## src/rtl/final_project_pkg.sv

```systemverilog
// Shared definitions for the pixel-plot path: screen geometry, field widths,
// the packed plot entry carried through the FIFO and the arbiter state encoding.
package final_project_pkg;

    localparam int SCREEN_W = 160;
    localparam int SCREEN_H = 120;
    localparam int X_W      = 8;
    localparam int Y_W      = 7;
    localparam int COLOUR_W = 3;

    // One buffered pixel: {x, y, colour}, 18 bits.
    typedef struct packed {
        logic [X_W-1:0]      x;
        logic [Y_W-1:0]      y;
        logic [COLOUR_W-1:0] colour;
    } plot_entry_t;

    typedef enum logic {
        ST_DRAIN = 1'b0,
        ST_CLEAR = 1'b1
    } state_t;

    // True when the entry addresses a pixel inside the visible screen.
    function automatic logic on_screen(plot_entry_t e);
        return (int'(e.x) < SCREEN_W) && (int'(e.y) < SCREEN_H);
    endfunction

endpackage : final_project_pkg

```

## src/rtl/plot_arbiter_if.sv

```systemverilog
// Lane-side plot request bundle: per-lane valid/ready plus packed pixel fields.
// master = lane drivers, slave = plot_arbiter.
interface plot_arbiter_if
    import final_project_pkg::*;
#(
    parameter int NUM_LANES = 4
);

    logic [NUM_LANES-1:0]          req_valid;
    logic [NUM_LANES-1:0]          req_ready;
    logic [X_W*NUM_LANES-1:0]      req_x;
    logic [Y_W*NUM_LANES-1:0]      req_y;
    logic [COLOUR_W*NUM_LANES-1:0] req_colour;

    modport master (
        output req_valid,
        output req_x,
        output req_y,
        output req_colour,
        input  req_ready
    );

    modport slave (
        input  req_valid,
        input  req_x,
        input  req_y,
        input  req_colour,
        output req_ready
    );

endinterface : plot_arbiter_if

```

## src/rtl/plot_fifo.sv

```systemverilog
// Synchronous FIFO of plot entries. FIFO_DEPTH must be a power of two (>= 2);
// pointers wrap naturally. Push when full and pop when empty are ignored.
module plot_fifo
    import final_project_pkg::*;
#(
    parameter int FIFO_DEPTH = 8
) (
    input  logic                        clk,
    input  logic                        resetn,
    input  logic                        push,
    input  plot_entry_t                 din,
    input  logic                        pop,
    output plot_entry_t                 dout,
    output logic                        full,
    output logic                        empty,
    output logic [$clog2(FIFO_DEPTH):0] level
);

    localparam int PTR_W = $clog2(FIFO_DEPTH);
    localparam int LVL_W = PTR_W + 1;

    plot_entry_t      mem [FIFO_DEPTH];
    logic [PTR_W-1:0] wr_ptr;
    logic [PTR_W-1:0] rd_ptr;
    logic             do_push;
    logic             do_pop;

    assign full    = (level == LVL_W'(FIFO_DEPTH));
    assign empty   = (level == '0);
    assign do_push = push && !full;
    assign do_pop  = pop && !empty;
    assign dout    = mem[rd_ptr];

    // Entry storage: written on an accepted push.
    // NOTE: the storage array has no reset; its contents are don't-care until written, and leaving it unreset lets it map onto plain RAM/flops without a reset tree.
    always_ff @(posedge clk) begin
        if (do_push) begin
            mem[wr_ptr] <= din;
        end
    end

    // Pointer and occupancy bookkeeping.
    // NOTE: sequential state uses non-blocking assignments so every flop samples pre-edge values regardless of statement order.
    always_ff @(posedge clk or negedge resetn) begin
        if (!resetn) begin
            wr_ptr <= '0;
            rd_ptr <= '0;
            level  <= '0;
        end else begin
            if (do_push) begin
                wr_ptr <= wr_ptr + 1'b1;
            end
            if (do_pop) begin
                rd_ptr <= rd_ptr + 1'b1;
            end
            case ({do_push, do_pop})
                2'b10:   level <= level + 1'b1;
                2'b01:   level <= level - 1'b1;
                default: level <= level;
            endcase
        end
    end

endmodule : plot_fifo

```

## src/rtl/plot_arbiter.sv

```systemverilog
// plot_arbiter: round-robin arbiter between lane drawing engines feeding
// vga_adapter through a small FIFO, with a full-screen black clear sweep that
// pre-empts buffered traffic.
// Optional feature: define PLOT_CLIP_EN to discard off-screen entries at pop
// time (pulses 'clipped'); when undefined, entries pass through unchanged.
module plot_arbiter
    import final_project_pkg::*;
#(
    parameter int NUM_LANES  = 4,
    parameter int FIFO_DEPTH = 8
) (
    input  logic                        clk,
    input  logic                        resetn,
    plot_arbiter_if.slave               lanes,
    input  logic                        clear_req,
    output logic                        clear_busy,
    output logic                        plot,
    output logic [X_W-1:0]              x,
    output logic [Y_W-1:0]              y,
    output logic [COLOUR_W-1:0]         colour,
    output logic [$clog2(FIFO_DEPTH):0] level,
    output logic                        clipped
);

    localparam int LANE_W = (NUM_LANES > 1) ? $clog2(NUM_LANES) : 1;

    logic [LANE_W-1:0] last_grant;
    logic [LANE_W-1:0] grant_idx;
    logic [LANE_W-1:0] cand;
    logic              grant_found;

    plot_entry_t       lane_entry [NUM_LANES];
    plot_entry_t       push_entry;
    plot_entry_t       head;
    logic              fifo_full;
    logic              fifo_empty;
    logic              push;
    logic              pop;
    logic              clip_hit;

    state_t            state;
    logic [X_W-1:0]    sweep_x;
    logic [Y_W-1:0]    sweep_y;
    logic [X_W-1:0]    sweep_nx;
    logic [Y_W-1:0]    sweep_ny;
    logic              sweep_last;

    // Unpack each lane's request fields into a plot entry.
    for (genvar i = 0; i < NUM_LANES; i++) begin : g_lane
        assign lane_entry[i].x      = lanes.req_x[X_W*i +: X_W];
        assign lane_entry[i].y      = lanes.req_y[Y_W*i +: Y_W];
        assign lane_entry[i].colour = lanes.req_colour[COLOUR_W*i +: COLOUR_W];
    end

    // Round-robin grant: first valid lane searching upward from last_grant+1, only while the FIFO has room.
    // NOTE: every signal written here gets a default before any condition, so no path leaves it unassigned and no latch is inferred.
    always_comb begin
        grant_found     = 1'b0;
        grant_idx       = last_grant;
        cand            = last_grant;
        lanes.req_ready = '0;
        if (!fifo_full) begin
            for (int k = 1; k <= NUM_LANES; k++) begin
                cand = LANE_W'((int'(last_grant) + k) % NUM_LANES);
                if (!grant_found && lanes.req_valid[cand]) begin
                    grant_found = 1'b1;
                    grant_idx   = cand;
                end
            end
        end
        if (grant_found) begin
            lanes.req_ready[grant_idx] = 1'b1;
        end
    end

    // A granted lane is by construction valid, so a grant is a transfer.
    assign push       = grant_found;
    assign push_entry = lane_entry[grant_idx];

    // Pops only in DRAIN, and not on the edge that starts a clear.
    assign pop = (state == ST_DRAIN) && !clear_req && !fifo_empty;

    plot_fifo #(
        .FIFO_DEPTH (FIFO_DEPTH)
    ) u_fifo (
        .clk    (clk),
        .resetn (resetn),
        .push   (push),
        .din    (push_entry),
        .pop    (pop),
        .dout   (head),
        .full   (fifo_full),
        .empty  (fifo_empty),
        .level  (level)
    );

`ifdef PLOT_CLIP_EN
    assign clip_hit = !on_screen(head);
`else
    assign clip_hit = 1'b0;
`endif

    // Raster successor of the pixel currently being shown by the sweep.
    always_comb begin
        sweep_nx   = sweep_x + 1'b1;
        sweep_ny   = sweep_y;
        sweep_last = (sweep_x == X_W'(SCREEN_W - 1)) && (sweep_y == Y_W'(SCREEN_H - 1));
        if (sweep_x == X_W'(SCREEN_W - 1)) begin
            sweep_nx = '0;
            sweep_ny = sweep_y + 1'b1;
        end
    end

    // Remember the last granted lane so the next search starts just past it.
    always_ff @(posedge clk or negedge resetn) begin
        if (!resetn) begin
            last_grant <= LANE_W'(NUM_LANES - 1);
        end else if (push) begin
            last_grant <= grant_idx;
        end
    end

    // Output FSM: replay FIFO entries in DRAIN, emit the black raster sweep in CLEAR.
    always_ff @(posedge clk or negedge resetn) begin
        if (!resetn) begin
            state      <= ST_DRAIN;
            plot       <= 1'b0;
            x          <= '0;
            y          <= '0;
            colour     <= '0;
            clear_busy <= 1'b0;
            clipped    <= 1'b0;
            sweep_x    <= '0;
            sweep_y    <= '0;
        end else begin
            clipped <= 1'b0;
            case (state)
                ST_DRAIN: begin
                    if (clear_req) begin
                        // First sweep pixel (0,0) goes out together with clear_busy.
                        state      <= ST_CLEAR;
                        clear_busy <= 1'b1;
                        sweep_x    <= '0;
                        sweep_y    <= '0;
                        plot       <= 1'b1;
                        x          <= '0;
                        y          <= '0;
                        colour     <= '0;
                    end else if (pop) begin
                        x       <= head.x;
                        y       <= head.y;
                        colour  <= head.colour;
                        plot    <= !clip_hit;
                        clipped <= clip_hit;
                    end else begin
                        plot <= 1'b0;
                    end
                end
                ST_CLEAR: begin
                    if (sweep_last) begin
                        state      <= ST_DRAIN;
                        clear_busy <= 1'b0;
                        plot       <= 1'b0;
                    end else begin
                        sweep_x <= sweep_nx;
                        sweep_y <= sweep_ny;
                        plot    <= 1'b1;
                        x       <= sweep_nx;
                        y       <= sweep_ny;
                        colour  <= '0;
                    end
                end
            endcase
        end
    end

endmodule : plot_arbiter

```

## src/flat_wrapper.sv

```systemverilog
// flat-port wrapper written by rule: the top's interface ports become plain ports
module plot_arbiter_flat import final_project_pkg::*;
#(
    parameter int NUM_LANES  = 4,
    parameter int FIFO_DEPTH = 8
)
  (clk, resetn, clear_req, clear_busy, plot, x, y, colour, level, clipped, lanes_req_valid, lanes_req_x, lanes_req_y, lanes_req_colour, lanes_req_ready);
  plot_arbiter_if #(.NUM_LANES(NUM_LANES)) lanes_i ();
  input  logic clk;
  input  logic resetn;
  input  logic clear_req;
  output logic clear_busy;
  output logic plot;
  output logic [X_W-1:0] x;
  output logic [Y_W-1:0] y;
  output logic [COLOUR_W-1:0] colour;
  output logic [$clog2(FIFO_DEPTH):0] level;
  output logic clipped;
  input wire logic [$bits(lanes_i.req_valid)-1:0] lanes_req_valid;
  input wire logic [$bits(lanes_i.req_x)-1:0] lanes_req_x;
  input wire logic [$bits(lanes_i.req_y)-1:0] lanes_req_y;
  input wire logic [$bits(lanes_i.req_colour)-1:0] lanes_req_colour;
  output wire logic [$bits(lanes_i.req_ready)-1:0] lanes_req_ready;
  assign lanes_i.req_valid = lanes_req_valid;
  assign lanes_i.req_x = lanes_req_x;
  assign lanes_i.req_y = lanes_req_y;
  assign lanes_i.req_colour = lanes_req_colour;
  assign lanes_req_ready = lanes_i.req_ready;
  plot_arbiter #(.NUM_LANES(NUM_LANES), .FIFO_DEPTH(FIFO_DEPTH)) u_core (.clk(clk), .resetn(resetn), .lanes(lanes_i), .clear_req(clear_req), .clear_busy(clear_busy), .plot(plot), .x(x), .y(y), .colour(colour), .level(level), .clipped(clipped));
endmodule
```

## config.mk

```make
export PLATFORM = sky130hd
export DESIGN_NAME = plot_arbiter_flat
export DESIGN_NICKNAME = d
export VERILOG_FILES = /design/src/rtl/final_project_pkg.sv /design/src/rtl/plot_arbiter_if.sv /design/src/rtl/plot_fifo.sv /design/src/rtl/plot_arbiter.sv /design/src/flat_wrapper.sv
export SDC_FILE = /design/constraint.sdc
export NUM_CORES = 1
export LEC_CHECK = 0
export CAP_MARGIN = 40
export CORE_MARGIN = 1
export CORE_UTILIZATION = 57
export CTS_CLUSTER_SIZE = 16
export DETAILED_ROUTE_END_ITERATION = 10
export PLACE_DENSITY_LB_ADDON = 0.2
export SLEW_MARGIN = 30
export SYNTH_ARGS = -nofsm -noshare
export SYNTH_HDL_FRONTEND = slang
export SYNTH_SLANG_ARGS = --single-unit
```

## constraint.sdc

```tcl
create_clock -name clk -period 3.9 [get_ports clk]
set_input_delay 0.78 -clock clk [delete_from_list [all_inputs] [get_ports clk]]
set_output_delay 0.78 -clock clk [all_outputs]
set_load 0.01 [all_outputs]
```

# [Yosys cells after proc, flatten, opt, wreduce, memory -nomap -nowiden]
# Memory sizes are Yosys's and may differ from the RTL's.
# Index checks and enable logic that the tools add are counted.
[word_totals] reg_bits=48 latch_bits=0 ramBits=144 mem_bits_ro=0 input_bits=79 out_inout_bits=29 word_cells=118 mem_count=1
[classes] add_sub_neg=10 n_mul=0 div=0 magnitude_cmp=7 eq_ne=9 n_shift=0 mux=57 bitwise_logic=2 reduce_logical=20
[memory_table] memory="u_core.u_fifo.mem" depth=8 width=18 read_ports=1 rd_clocked_by_memory_dff=0 wr=1 line_no="plot_fifo.sv:22" source="plot_entry_t mem [FIFO_DEPTH];"
[ops] op="$mux 8" count=5
[ops] op="$bmux 18 s2" count=1
[ops] op="$mux 18" count=2
[ops] op="$mux 7" count=5
[ops] op="$pmux 8 s2" count=2
[ops] op="$pmux 7 s2" count=2
[ops] op="$mux 1" count=21
[ops] op="$lt 2x3->1 const B" count=5
[ops] op="$mux 2" count=5
[ops] op="$logic_and 1x1->1" count=9
[ops] op="$mux 3" count=3
[ops] op="$add 8x1->8 const B" count=1
[ops] op="$bmux 1 s2" count=4
[ops] op="$eq 8x8->1 const B" count=1
[ops] op="$pmux 4 s2" count=1
[ops] op="$add 7x1->7 const B" count=1
[ops] op="$eq 7x7->1 const B" count=1
[ops] op="$add 3x1->3 const B" count=2
[ops] op="$logic_not 1->1" count=6
[ops] op="$ne 2x2->1 const B" count=3
[ops] op="$pmux 1 s2" count=3
[ops] op="$pmux 3 s2" count=1
[ops] op="$reduce_and 2->1" count=3
[ops] op="$add 2x1->2 const B" count=2
[ops] op="other kinds (15)" count=16

# [Logic depth before layout (Yosys ltp)]
# Gate-level depths: netlist of the first run.
[depth] ltp_word=22 mapped_depth=12 depth_no_buf=10

# [Modules after synthesis]
# A second synthesis of the first run with hierarchy kept.
[hier_totals] hier_cells=532 hier_area_um2=8680.8
[modules_own_cells] mod="plot_fifo" n_inst=1 cells_per_inst=275 area_per_inst_um2=6155.9 seq_area_each_um2=4574.4
[modules_own_cells] mod="plot_arbiter" n_inst=1 cells_per_inst=257 area_per_inst_um2=2524.9 seq_area_each_um2=953.4

# [Least setup slack after synthesis of the first run]
# OpenSTA, ideal clock, no wires.
[synth_path] path_type="reg2reg" start="reg u_core.u_fifo.level[0]" end="mem u_core.u_fifo.mem[0][0] in the netlist's numbering, enable pin" setup_ns=0.439 t_arrival_ns=3.211 slack_ns=0.249 path_stages_with_launch=6 n_path_buf=1 cell_sequence="dfrtp_1 > or4b_4 > clkbuf_1 > o21a_1 > clkinv_1 > nor4_1"
[synth_via] elab_chain_cells=5 word_cells_on_any_way=6
[synth_rtl] item="start: declaration" line_no="plot_fifo.sv:16" source="output logic [$clog2(FIFO_DEPTH):0] level"
[synth_rtl] item="start signal: assignment" line_no="plot_fifo.sv:57" source="2'b10: level <= level + 1'b1;"
[synth_rtl] item="start signal: assignment" line_no="plot_fifo.sv:58" source="2'b01: level <= level - 1'b1;"
[synth_rtl] item="start signal: assignment" line_no="plot_fifo.sv:59" source="default: level <= level;"
[synth_rtl] item="$eq 4x4->1 *" line_no="plot_fifo.sv:28" source="assign full = (level == LVL_W'(FIFO_DEPTH));"
[synth_rtl] item="$mux 1 / $logic_not 1->1 (equally long branches)" line_no="plot_arbiter.sv:62, plot_fifo.sv:30"
[synth_rtl] item="$logic_and 1x1->1 *" line_no="plot_fifo.sv:30" source="assign do_push = push && !full;"
[synth_rtl] item="$mux 1 *" line_no="plot_fifo.sv:37" source="if (do_push) begin"
[synth_rtl] item="$mux 1 (not written as such) *" line_no="plot_fifo.sv:38" source="mem[wr_ptr] <= din;"
[synth_rtl] item="end: declaration" line_no="plot_fifo.sv:22"
# Mark *: on every way between the ends. The rest lies on a longest branch, timed or not.

# [Worst setup path in the final report of the first run]
[layout_path] start="in lanes_req_valid[3]" end="out lanes_req_ready[1]"
[layout_via] elab_chain_cells=21 word_cells_on_any_way=33
[layout_rtl] item="start: declaration" line_no="flat_wrapper.sv:19" source="input wire logic [$bits(lanes_i.req_valid)-1:0] lanes_req_valid;"
[layout_rtl] item="$bmux 1 s2" line_no="plot_arbiter.sv:65" source="if (!grant_found && lanes.req_valid[cand]) begin"
[layout_rtl] item="$mux 1 (not written as such)" line_no="plot_arbiter.sv:65"
[layout_rtl] item="$mux 1" line_no="plot_arbiter.sv:65"
[layout_rtl] item="$mux 1" line_no="plot_arbiter.sv:62" source="if (!fifo_full) begin"
[layout_rtl] item="$logic_not 1->1" line_no="plot_arbiter.sv:65"
[layout_rtl] item="$logic_and 1x1->1" line_no="plot_arbiter.sv:65"
[layout_rtl] item="$mux 1" line_no="plot_arbiter.sv:65"
[layout_rtl] item="$mux 1" line_no="plot_arbiter.sv:62"
[layout_rtl] item="[... 5 more ...]"
[layout_rtl] item="$logic_and 1x1->1" line_no="plot_arbiter.sv:65"
[layout_rtl] item="$mux 2" line_no="plot_arbiter.sv:65"
[layout_rtl] item="$mux 2" line_no="plot_arbiter.sv:62"
[layout_rtl] item="$lt 2x3->1 (not written as such) / $ge 2x1->1 (equally long branches)" line_no="plot_arbiter.sv:72" source="lanes.req_ready[grant_idx] = 1'b1;"
[layout_rtl] item="$logic_and 1x1->1 (not written as such)" line_no="plot_arbiter.sv:72"
[layout_rtl] item="$mux 1 (not written as such)" line_no="plot_arbiter.sv:72"
[layout_rtl] item="$demux 1 s2"
[layout_rtl] item="$mux 4 *" line_no="plot_arbiter.sv:71" source="if (grant_found) begin"
[layout_rtl] item="end: declaration" line_no="flat_wrapper.sv:23" source="output wire logic [$bits(lanes_i.req_ready)-1:0] lanes_req_ready;"
# Mark *: on every way between the ends. The rest lies on a longest branch, timed or not. The select of a mux whose other input is x is not followed.

==> flow_summary_export.csv, run 1 <==
group,metric,value,unit
worst_setup_path,required,3120,ps
sta,slew_violations,0,
sta,fin_tns_setup,0,ps
drt,drt-total-wl,24200,um
drt,routedWlPerCell,22.1,um
clock_tree,htreeDepth,4,
drt,first_iter_violations,593,
worst_setup_path,cp-end-kind,"output pin",
logic_synthesis,synth_edf_count,144,
global_route,grt_max_degree,49,
worst_setup_path,crit_slowest_cell,"clkdlybuf4s50_1",
hold_path,hp-class,"in -> async",
worst_setup_path,worstPathArrival,2970,ps
sta,timing.fmax,266,MHz
sta,setup_violations,0,
drt,vias_per_cell,6.69,
logic_synthesis,synth_ff_type,"edfxtp_1",
cells_and_area,n_fill_cell,1092,
sta,rsz0062_at_grt,"false",
worst_setup_path,cp-start-kind,"input pin",
die,die_y,133,um
placement,dp_cells,1061,
placement,place.port_buffers,106,
cells_and_area,final_common_cell,"edfxtp_1",
drt,dr.pass1.iters,5,
outcome,run_status,"finished clean",
die,rows,47,
cells_and_area,fin_cells,1095,
clock_tree,clk_path_buf_depth,2,
logic_synthesis,yosysSeqAreaShare,56.2,%
die,die_width,133,um
logic_synthesis,ys_types,63,
clock_tree,hold_buffers,0,
die,core_area,0.0167,sq mm
cells_and_area,antenna_cells,0,
global_route,grt_pass1_vias,7319,
clock_tree,cts_buffers,17,
drt,drc,0,
worst_setup_path,critPathKind,"in -> out",
placement,dp_hpwl,15900,um
cells_and_area,most-common-layout-cells,"edfxtp_1 (144), clkdlybuf4s50_1 (105), mux2i_1 (53), nand2_1 (45), dfrtp_1 (44)",
clock_tree,root_buffer,"clkbuf_16",
placement,gp_congestion,0.871,
power_and_ir_drop,ir_drop,0.561,mV
worst_setup_path,r2r_slack,520,ps
drt,vias,7328,
sta,whs,374,ps
logic_synthesis,syn_nets,838,
cells_and_area,final_core_util,71.1,%
logic_synthesis,synth-seq-cells,192,
die,fp.dieArea,0.0178,sq mm
power_and_ir_drop,power_density,793,mW/mm^2
sta,hold_viol_final,0,
clock_tree,cts.repair.resized,0,
worst_setup_path,path_common_cell,"clkdlybuf4s50_1",
logic_synthesis,netlist_area,0.00984,sq mm
clock_tree,postCtsSetupRepairBufs,0,
worst_setup_path,critPathTopFamily,"buffers and inverters",
die,io_pins,108,
die,start_util,58.9,%
job,maxCapViolations,0,
cells_and_area,drive_above_1_share,15.8,%
cells_and_area,nets,948,
sta,slew_headroom,46.3,%
power_and_ir_drop,p_leak,4.17,nW
sta,worst_slew_pin_slew,803,ps
global_route,grt_pass1_wl,39100,um
clock_tree,insertion_delay,430,ps
logic_synthesis,ys_warn_count,0,
clock_tree,clock-sinks,192,
clock_tree,cts_tree,"built",
sta,finalCritPeriodShare,96.3,%
global_route,grt-ovfl-total,0,
logic_synthesis,async_flop_share,25.0,%
worst_setup_path,crit_fanout,7,
clock_tree,path_clk_slew,70,ps
worst_setup_path,path_cells,"clkdlybuf4s50_1 > or3b_2 > o211ai_2 > nand2_1 > o21ai_1 > and3_1 > clkdlybuf4s50_1",
sta,fin_skew,8.82,ps
worst_setup_path,slowest_delay,580,ps
global_route,grt.total_usage,28.6,%
drt,ant_nets,0,
worst_setup_path,crit_buf_inv,2,
logic_synthesis,synth_cells,752,
global_route,antenna_found_initial,0,
sta,layout_min_cycle_time,3750,ps
logic_synthesis,postSynthAreaPerCell,13.1,sq um
cells_and_area,area_growth_syn_to_layout,20.7,%
==> cells by family after synthesis <==
group                    after synthesis  share of synthesized area (%)
XOR/XNOR                              19                           1.69
AO/OA/AOI/OAI                        219                           15.6
multiplexers                          93                           14.1
flip-flops                           192                           56.2
AND/OR/NAND/NOR                      155                           8.52
buffers and inverters                 66                           2.94
adder cells (fa/ha/maj)                7                          0.890
other                                  1                         0.0381
==> power breakdown <==
| part | switching, mW | internal [mW] |
|---|---|---|
| Clock | 0.788 | 0.907 |
| Combinational | 2.15 | 1.64 |
| Sequential | 0.447 | 3.48 |
==> routing by layer <==
layer	wire (um)	GRT usage (%)
met2	12600	50.5
met3	1820	4.91
met4	261	8.52
met5	0	0
met1	9570	36.2
==> registers in the layout (all words and copies together) (netlist names), 3 cells and up <==
signal,cells
u_core.u_fifo.level,4
u_core.sweep_y,7
u_core.u_fifo.mem,144
u_core.u_fifo.rd_ptr,3
u_core.x,8
u_core.y,7
u_core.colour,3
u_core.sweep_x,8
u_core.u_fifo.wr_ptr,3
==> stage by stage <==
step           setup slack [ps]  instance area, sq um  total power [mW]
6_report                    146                 11900              9.41
5_1_grt                    14.5                 11900              9.87
3_5_place_dp                122                 11300              7.65
3_3_place_gp                227                 11200              7.37
4_1_cts                     120                 11800              9.38
2_1_floorplan               249                  9840              6.20
==> final timing paths <==
kind | to | cells after the start | start
setup / recovery | lanes_req_ready[1] | 7 | lanes_req_valid[3]
max in group asynchronous | u_core.u_fifo.rd_ptr[0] | 1 | resetn
hold / removal | u_core.u_fifo.level[0] | 1 | resetn
setup reg to reg | u_core.u_fifo.mem[6][4] | 6 | u_core.u_fifo.level[1]
hold reg to reg | u_core.x[0] | 2 | u_core.x[0]
min in group clk | u_core.x[0] | 2 | u_core.x[0]
==> cell type report <==
| cell class | instances | area (sq um) | area share [%] |
|---|---|---|---|
| clock inverter | 14 | 150 | 1.26 |
| multi-input combinational | 494 | 4050 | 34.1 |
| clock buffer | 18 | 429 | 3.61 |
| inverter | 8 | 30.0 | 0.253 |
| sequential | 192 | 5530 | 46.6 |
| tap | 220 | 275 | 2.32 |
| timing repair buffer | 149 | 1410 | 11.8 |
==> Yosys cell counts, drive strengths merged, types with 9 or more instances <==
cell type | count | area [sq um]
buf | 18 | 109
mux4 | 36 | 811
dfrtp | 46 | 1150
edfxtp | 144 | 4320
xnor2 | 12 | 105
nor2 | 23 | 86.3
o21bai | 18 | 135
a21oi | 37 | 189
nand3 | 23 | 115
a32oi | 18 | 158
mux2i | 53 | 531
nor3 | 9 | 56.3
a31oi | 20 | 125
o221ai | 36 | 315
nand2 | 45 | 169
clkbuf | 40 | 150
o21ai | 43 | 215
nand3b | 18 | 135
o22a | 20 | 175
Note: power is estimated with default switching activity, not from simulation.
==> run 2, diff against run 1 <==
--- a/config.mk
+++ b/config.mk
@@ -8,9 +8,9 @@
 export CAP_MARGIN = 40
 export CORE_MARGIN = 1
 export CORE_UTILIZATION = 57
-export CTS_CLUSTER_SIZE = 16
+export CTS_CLUSTER_SIZE = 24
 export DETAILED_ROUTE_END_ITERATION = 10
-export PLACE_DENSITY_LB_ADDON = 0.2
+export PLACE_DENSITY = 0.8
 export SLEW_MARGIN = 30
 export SYNTH_ARGS = -nofsm -noshare
 export SYNTH_HDL_FRONTEND = slang
==> flow_summary_export.csv, run 2 (same netlist as run 1, synthesis figures left out) <==
group,metric,value,unit
global_route,grt_use_met2,47.5,%
sta,rsz0062_at_grt,"false",
power_and_ir_drop,power_density,803,mW/mm^2
cells_and_area,largest_reg_flops,144,
clock_tree,htreeDepth,4,
sta,setup_violations,0,
clock_tree,cts_buffers,17,
global_route,grt_pass1_wl,38800,um
sta,setup_slack,106,ps
worst_setup_path,cp-end-kind,"output pin",
cells_and_area,final_cell_area,0.0119,sq mm
sta,finalCritPeriodShare,97.3,%
sta,slew_headroom,50.0,%
worst_setup_path,required,3120,ps
outcome,run_status,"finished clean",
clock_tree,postCtsSetupRepairBufs,0,
power_and_ir_drop,internal_power,6.21,mW
die,core_area,0.0167,sq mm
die,fp.dieArea,0.0178,sq mm
drt,dr.pass1.iters,8,
sta,slew_violations,0,
clock_tree,path_clk_slew,70,ps
sta,fin_tns_setup,0,ps
drt,routedWlPerCell,22.4,um
global_route,grt_max_degree,49,
placement,dp_hpwl,16100,um
cells_and_area,antenna_cells,0,
worst_setup_path,worstSetupEndpoint,"lanes_req_ready[1]",
drt,ant_nets,0,
cells_and_area,final_common_cell,"edfxtp_1",
global_route,antenna_found_initial,0,
sta,hold_viol_final,0,
placement,place_ws,91.0,ps
worst_setup_path,cp-start-kind,"input pin",
global_route,grt-ovfl-total,0,
clock_tree,clk_path_buf_depth,2,
worst_setup_path,crit_fanout,7,
clock_tree,cts_tree,"built",
sta,whs,367,ps
power_and_ir_drop,p_sw_share,35.2,%
drt,drt-total-wl,24600,um
worst_setup_path,r2r_start,"u_core.u_fifo.level[1]",
sta,worst_slew_pin_slew,746,ps
worst_setup_path,r2r_slack,550,ps
cells_and_area,drive_above_1_share,15.9,%
drt,first_iter_violations,574,
drt,drc,0,
placement,gp_congestion,0.900,
power_and_ir_drop,comb_power_share,39.6,%
power_and_ir_drop,fin_total_pwr,9.58,mW
cells_and_area,area_growth_syn_to_layout,21.2,%
cells_and_area,regMostFlops,"u_core.u_fifo.mem",
cells_and_area,nets,949,
global_route,grt_pass1_vias,6992,
power_and_ir_drop,p_leak,4.19,nW
sta,layout_min_cycle_time,3790,ps
global_route,globalRouteMet1Util,39.2,%
worst_setup_path,timing.rr.end,"u_core.u_fifo.mem[4][10]",
worst_setup_path,critPathKind,"in -> out",
die,rows,47,
job,maxCapViolations,0,
clock_tree,insertion_delay,430,ps
hold_path,hp-class,"in -> async",
cells_and_area,fin_cells,1096,
power_and_ir_drop,power_switching,3.37,mW
sta,timing.fmax,264,MHz
cells_and_area,reg.largest.list,"u_core.u_fifo.mem (144), u_core.sweep_x (8), u_core.x (8)",
worst_setup_path,r2r_cells,6,
power_and_ir_drop,ir_drop,0.423,mV
worst_setup_path,crit_start,"lanes_req_valid[3]",
clock_tree,clock-sinks,192,
placement,placed_area,0.0113,sq mm
sta,fin_skew,14.4,ps
cells_and_area,final_core_util,71.4,%
die,die_y,133,um
clock_tree,root_buffer,"clkbuf_16",
worst_setup_path,worstPathArrival,3010,ps
drt,vias_per_cell,6.65,
power_and_ir_drop,p_clk_share,19.4,%
global_route,grt_busiest_layer,"met2",
die,die_width,133,um
die,start_util,58.9,%
drt,vias,7288,
global_route,grt_use_met3,3.88,%
die,io_pins,108,
placement,place.port_buffers,106,
power_and_ir_drop,pwr-share-seq,41.1,%
cells_and_area,most-common-layout-cells,"edfxtp_1 (144), clkdlybuf4s50_1 (105), mux2i_1 (53), nand2_1 (45), dfrtp_1 (44)",
global_route,grt.total_usage,28.5,%
placement,dp_cells,1063,
[run 2: cell types whose count changed in the layout (fill, tap and decap cells not counted), sizes merged]
cell | before | now
buf | 44 | 45
bufinv | 1 | 4
clkinvlp | 2 | 1
inv | 13 | 11
[run 2: layout make-up]
| class | count | area [sq um] |
|---|---|---|
| fillers | 1108 | 4780 |
| clock inverters | 14 | 203 |
| repair buffers | 150 | 1410 |
| well taps | 220 | 275 |
| clock buffers | 18 | 429 |
| flip-flops and latches | 192 | 5530 |
| inverters | 8 | 30.0 |
| multi-input cells | 494 | 4050 |
[run 2: critical path, stage by stage]
cell and delay [ps]:
clkdlybuf4s50_1 590, or3b_2 500, o211ai_2 110, nand2_1 70, o21ai_1 190, and3_1 220, clkdlybuf4s50_1 540
[run 2: layer usage]
metal	wire length (um)	up-vias
met4	407	0
met2	12100	387
met1	10300	3622
met5	0	-
met3	1720	29
li1	-	3250
[run 2: power groups by stage]
| stage | Sequential, mW | Clock, mW | Combinational, mW |
|---|---|---|---|
| after floorplan | 3.76 | 0 | 2.45 |
| final | 3.93 | 1.85 | 3.79 |
| after CTS | 3.97 | 1.86 | 3.73 |
| after global placement | 3.89 | 0 | 3.49 |
| after global routing | 4.01 | 1.95 | 4.05 |
| after detailed placement | 3.98 | 0 | 3.68 |
[run 2: how the worst min path moves through the flow]
stage          cells after the start  slack (ps)                endpoint   startpoint
2_1_floorplan                      0         480       u_core.clear_busy       resetn
3_3_place_gp                       2         470             u_core.x[4]  u_core.x[4]
3_5_place_dp                       2         470             u_core.y[4]  u_core.y[4]
4_1_cts                            1         390       u_core.clear_busy       resetn
5_1_grt                            1         410  u_core.u_fifo.level[1]       resetn
6_report                           1         370  u_core.u_fifo.level[1]       resetn
[run 2: timing repair]
action | in CTS | in global routing
gates resized for setup | 0 | 1
setup endpoints to repair | 0 | 1
hold buffers | 0 | 0
